===== src/rtl/if_stage.sv =====
// Instruction fetch stage: issues one SRAM read per cycle, tracks the fetched PC,
// and buffers returned instructions while ID stalls so none are lost or duplicated.
module if_stage #(
  parameter logic [31:0] RESET_PC = 32'h1C00_0000
) (
  input  logic        clk,
  input  logic        resetn,
  input  logic        ds_allowin,
  input  logic [32:0] br_bus,
  output logic        fs_to_ds_valid,
  output logic [63:0] fs_to_ds_bus,
  output logic        inst_sram_en,
  output logic [3:0]  inst_sram_we,
  output logic [31:0] inst_sram_addr,
  output logic [31:0] inst_sram_wdata,
  input  logic [31:0] inst_sram_rdata
);

  // Handshake: an instruction moves IF->ID on a cycle where fs_to_ds_valid and
  // ds_allowin are both 1; fs_allowin says IF can accept a new fetch that cycle.
  logic        started_q,      started_d;
  logic        fs_valid_q,     fs_valid_d;
  logic [31:0] fs_pc_q,        fs_pc_d;
  logic        rdata_fresh_q,  rdata_fresh_d;
  logic [31:0] inst_buf_q,     inst_buf_d;
  logic        inst_buf_valid_q, inst_buf_valid_d;

  logic        br_taken;
  logic [31:0] br_target;
  logic        redirect;
  logic        to_fs_valid;
  logic        fs_ready_go;
  logic        fs_allowin;
  logic [31:0] nextpc;
  logic [31:0] fs_inst;

  assign br_taken    = br_bus[32];
  assign br_target   = br_bus[31:0];
  assign redirect    = br_taken & ds_allowin;
  assign to_fs_valid = started_q;
  assign fs_ready_go = 1'b1;
  assign fs_allowin  = !fs_valid_q | (fs_ready_go & ds_allowin);
  assign nextpc      = redirect ? br_target : (fs_pc_q + 32'd4);

  // A branch stalled in ID freezes fetch so its target cannot be lost.
  assign inst_sram_en    = to_fs_valid & fs_allowin & !(br_taken & !ds_allowin);
  assign inst_sram_addr  = nextpc;
  assign inst_sram_we    = 4'h0;
  assign inst_sram_wdata = 32'h0;

  assign fs_inst        = inst_buf_valid_q ? inst_buf_q : inst_sram_rdata;
  assign fs_to_ds_valid = fs_valid_q & !br_taken;
  assign fs_to_ds_bus   = {fs_inst, fs_pc_q};

  always_comb begin
    started_d        = 1'b1;
    fs_valid_d       = fs_valid_q;
    fs_pc_d          = fs_pc_q;
    rdata_fresh_d    = 1'b0;
    inst_buf_d       = inst_buf_q;
    inst_buf_valid_d = inst_buf_valid_q;
    if (inst_sram_en) begin
      fs_pc_d          = nextpc;
      fs_valid_d       = 1'b1;
      rdata_fresh_d    = 1'b1;
      inst_buf_valid_d = 1'b0;
    end else begin
      if ((fs_valid_q & ds_allowin) | redirect) begin
        fs_valid_d       = 1'b0;
        inst_buf_valid_d = 1'b0;
      end
      // SRAM data is only present for one cycle; keep it if ID cannot take it now.
      if (fs_valid_q & rdata_fresh_q & !ds_allowin & !redirect) begin
        inst_buf_d       = inst_sram_rdata;
        inst_buf_valid_d = 1'b1;
      end
    end
  end

  always_ff @(posedge clk or negedge resetn) begin
    if (!resetn) begin
      started_q        <= 1'b0;
      fs_valid_q       <= 1'b0;
      fs_pc_q          <= RESET_PC - 32'd4;
      rdata_fresh_q    <= 1'b0;
      inst_buf_q       <= 32'h0;
      inst_buf_valid_q <= 1'b0;
    end else begin
      started_q        <= started_d;
      fs_valid_q       <= fs_valid_d;
      fs_pc_q          <= fs_pc_d;
      rdata_fresh_q    <= rdata_fresh_d;
      inst_buf_q       <= inst_buf_d;
      inst_buf_valid_q <= inst_buf_valid_d;
    end
  end

endmodule

===== config.mk =====
export PLATFORM = sky130hd
export DESIGN_NAME = if_stage
export DESIGN_NICKNAME = d
export VERILOG_FILES = /design/src/rtl/if_stage.sv
export SDC_FILE = /design/constraint.sdc
export NUM_CORES = 1
export LEC_CHECK = 0
export ABC_CLOCK_PERIOD_IN_PS = 3960
export CELL_PAD_IN_SITES_DETAIL_PLACEMENT = 2
export CELL_PAD_IN_SITES_GLOBAL_PLACEMENT = 2
export CORE_MARGIN = 3
export CORE_UTILIZATION = 26
export DETAILED_ROUTE_END_ITERATION = 16
export PLACE_DENSITY_LB_ADDON = 0.1
export RECOVER_POWER = 100
export SETUP_SLACK_MARGIN = 0.02
export SYNTH_ARGS = -nofsm -noshare
export SYNTH_HDL_FRONTEND = slang
export SYNTH_SLANG_ARGS = --single-unit

===== constraint.sdc =====
create_clock -name clk -period 3.96 [get_ports clk]
set_input_delay 0.792 -clock clk [delete_from_list [all_inputs] [get_ports clk]]
set_output_delay 0.792 -clock clk [all_outputs]
set_load 0.1 [all_outputs]

## Word-level counts from Yosys, hierarchy flattened

Index checks and enable logic that the tools add are counted.

| storage, ports and cells | value |
|---|---|
| logic and storage cells | 34 |
| bits in registers | 68 |
| input port bits | 68 |

| cells by class | value |
|---|---|
| multiplexer cells | 7 |
| reductions and logical operators | 8 |
| $add $sub $neg | 1 |
| bitwise gates (word level) | 12 |

Operators by type and width:

| cell | number |
|---|---|
| 32-bit 2-to-1 mux | 2 |
| 32-bit by 3-bit adder with 32-bit output (second input constant) | 1 |
| 1-bit bitwise AND | 9 |
| 1-bit zero test | 5 |
| 1-bit 2-to-1 mux | 5 |
| 3-bit nonzero test | 1 |
| 1-bit OR | 2 |
| 2-bit AND reduction | 1 |
| 2-bit nonzero test | 1 |
| 1-bit NOT | 1 |

## Depth between registers and ports, before layout

| logic depth | value |
|---|---|
| depth in word-level cells | 6 |
| depth in mapped cells | 7 |
| depth with buffers taken out | 6 |

## Worst setup path after synthesis

Ideal clock, no wire load.

| path | value |
|---|---|
| kind | register to output |
| start | reg fs_pc_q[8] |
| end | out inst_sram_addr[20] |
| path slack | -0.830 ns |
| cell stages (with the launch flop) | 7 |
| required time | 3.168 ns |
| arrival | 3.998 ns |
| cells stage by stage | dfstp_2 -> buf_2 -> and4_1 -> nand4_1 -> nor2_1 -> xnor2_1 -> o21ai_0 |

| between the ends | value |
|---|---|
| longest elaborated chain between the ends | 2 |

Ends and longest elaborated chain:

| what | line | text |
|---|---|---|
| start: declaration | 23 | `logic [31:0] fs_pc_q, fs_pc_d;` |
| start signal: assignment | 84 | `fs_pc_q <= RESET_PC - 32'd4;` |
| start signal: assignment | 91 | `fs_pc_q <= fs_pc_d;` |
| 32-bit by 3-bit adder with 32-bit output | 43 | `assign nextpc = redirect ? br_target : (fs_pc_q + 32'd4);` |
| 32-bit 2-to-1 mux | 43 |  |
| end: declaration | 14 | `output logic [31:0] inst_sram_addr,` |

Every way passes these cells.

## Worst setup path in the final report

| path | value |
|---|---|
| start | reg fs_pc_q[4] |
| end | out inst_sram_addr[28] |

Same word-level chain as after synthesis.

==> metrics <==
Worst-Skew Late Latency 0.34 ns; CP Launch Type flip-flop; clk_skew 0.00750 ns; post-synth top area share 23.4%; main flop type after synthesis dfrtp_1; Post-synth EDFFs 0; gr ovfl total 0; largest net degree at the start of global routing 69; CP peak stage delay 0.60 ns; first-pass GRT wire length 24,700 um; P&R area growth vs syn 47.0%; vias in the first global route 4,579; fin. max-slew vios 130; CP max-delay cell dfstp_2; top cells by area in the synthesized netlist dfrtp_1 (23%), mux2_2 (17%), dfstp_2 (15%); CTS tree done; Post-CTS Setup Bufs 0; Crit Path Class reg -> out; Pre-antenna DRT Iters 4; failing checks max-capacitance violations, max-slew violations; Via density 4.84; period utilisation layout 93.2%; DRC errors left 0; fmax 271 MHz; Syn Area/Cell 9.33 um2; max-cap viol count 3; Clock transition at path regs 0.06 ns; GRT Overall Usage 16.7%; wire length per cell 18.4 um; Worst EP arrival 2.90 ns; Seq/Total Area, Yosys 38.7%; final wirelength 15,800 um; # rows 47; worst path cell trace and4_1 -> and2_0 -> nand4_1 -> xor2_1 -> a21oi_2 -> clkbuf_2; clk buf depth 2; cell taking the most area after synthesis dfrtp_1; Async SR Flop Fraction 100%; WP buf/inv 1; placed inst area 6600 um2; die area 18,900 um2; Yosys Warn Count 0; top-count cell post-synth mux2_2; final core occ 39.4%; DR iter-0 viols 143; measured slew at the worst slew-check pin 1.84 ns; fin nets 703; post_cts resized 0; via count 4,166; share of cells above drive strength 1 27.2%; initial core utilization 26.8%; CTS Root Cell clkbuf_16; Tmin final 3.69 ns; cell family with most CP delay simple AND/OR/NAND/NOR gates; dpl hpwl 11,600 um; Static Leak 2.64 nW; total I/O pin count 202; Routed Antenna Nets 0; synthesized area 4490 um2; core area 16,800 um2; status finished with violations; Critical Path End Type primary output; Worst Hold Margin 0.478 ns; RSZ-0062 raised after global routing no; relative slew slack -22.4%; Worst Path Required 3.17 ns; Post-CTS Hold Fix Bufs 0; PwrDens 685 nW/um2; Die Width 137 um; Die Y 137 um; total CTS buffers 9; Hold Path Class reg -> reg; Max rail drop VDD 426 uV; IO Port Bufs 165; Post-Synthesis Cells 481; fin area 6600 um2; initial antenna violation count 1; #FFs+latches synth 68; Placer Congestion 0.764; clk sinks 68; Netlist cell types 45; CTS H-tree lvls 3; final hold vios 0; commonest cells in the netlist mux2_2 (68), nor2_1 (46), nand2_1 (45); final number of setup-violating endpoints 0; worst-path maximum fanout 7
-- state kept, by name, indices dropped and copies added (netlist names) --
name and count:
inst_buf_valid_q 1, inst_buf_q 32, rdata_fresh_q 1, fs_pc_q 32
started_q 1, fs_valid_q 1
-- where the power goes --
| part | internal [mW] | switching (mW) | leakage (nW) |
|---|---|---|---|
| logic | 0.653 | 1.93 | 1.72 |
| registers | 0.920 | 0.183 | 0.773 |
| clock network | 0.503 | 0.327 | 0.144 |
-- metal layers --
| metal | up-vias | wire [um] | track usage [%] |
|---|---|---|---|
| met5 | - | 0 | 0 |
| met4 | 0 | 210 | 4.82 |
| met3 | 19 | 913 | 3.91 |
| met2 | 135 | 7620 | 28.3 |
| met1 | 2065 | 7100 | 21.2 |
| li1 | 1947 | - | - |
-- kinds of logic (layout without fill, tap and decap cells) --
kind of cell | after synthesis | after routing | share of synthesized area (%)
buffers and inverters | 72 | 195 | 9.12
multiplexers | 68 | 68 | 17.1
AND/OR/NAND/NOR | 146 | 146 | 16.1
other | 2 | 38 | 0.167
XOR/XNOR | 28 | 28 | 5.47
AO/OA/AOI/OAI | 96 | 96 | 13.2
adder cells (fa/ha/maj) | 1 | 1 | 0.279
flip-flops | 68 | 68 | 38.7
-- final timing paths --
| check | cells past startpoint | from | to | slack [ns] |
|---|---|---|---|---|
| max | 6 | fs_pc_q[4] | inst_sram_addr[28] | 0.27 |
| min | 2 | fs_pc_q[3] | fs_pc_q[3] | 0.48 |
| max reg2reg | 6 | fs_valid_q | fs_pc_q[22] | 1.17 |
| min reg2reg | 2 | fs_pc_q[3] | fs_pc_q[3] | 0.48 |
| max in group asynchronous | 1 | resetn | inst_buf_q[12] | 1.93 |
| min in group asynchronous | 1 | resetn | inst_buf_q[23] | 0.95 |
-- tightest hold or removal path, stage by stage, from the launching register on --
cell     delay [ns]
dfstp_2        0.38
nand2_1        0.05
nand2_1        0.05
-- placed cells by master, fill, tap and decap left out, types with 4 or more instances in the layout --
master,instances
dfrtp_1,42
o22ai_1,13
and4_1,6
xor2_1,18
clkbuf_16,9
nor2_1,46
nand4_1,13
dlygate4sd3_1,33
mux2_2,65
nand2_1,44
inv_1,4
nor3_1,5
clkbuf_1,33
o21ai_0,9
buf_4,7
a31oi_1,6
dfstp_2,26
nand3_1,7
a2bb2oi_1,9
conb_1,37
and3_1,6
a21oi_2,13
clkdlybuf4s50_1,64
clkbuf_2,7
buf_12,24
a21oi_1,28
clkbuf_4,5
xnor2_1,10
-- final cells by class --
type	instances	area, um2
antenna	1	2.50
clock buffer	10	239
clock inverter	6	63.8
fill	1840	10200
inverter	5	18.8
multi-input combinational	376	2550
sequential	68	1730
tap	220	275
timing repair buffer	174	1710
-- stage by stage --
stage / setup WS [ns] / total power, mW / TNS (ns) / cells
5_1_grt: 0.135 / 4.72 / 0 / 860
4_1_cts: 0.330 / 4.71 / 0 / 859
3_5_place_dp: 0.593 / 3.86 / 0 / 843
3_3_place_gp: 0.697 / 3.82 / 0 / 843
6_report: 0.270 / 4.52 / 0 / 860
2_1_floorplan: -0.0779 / 3.12 / -0.0779 / 516
No activity file was read; power rests on OpenSTA's default activity.
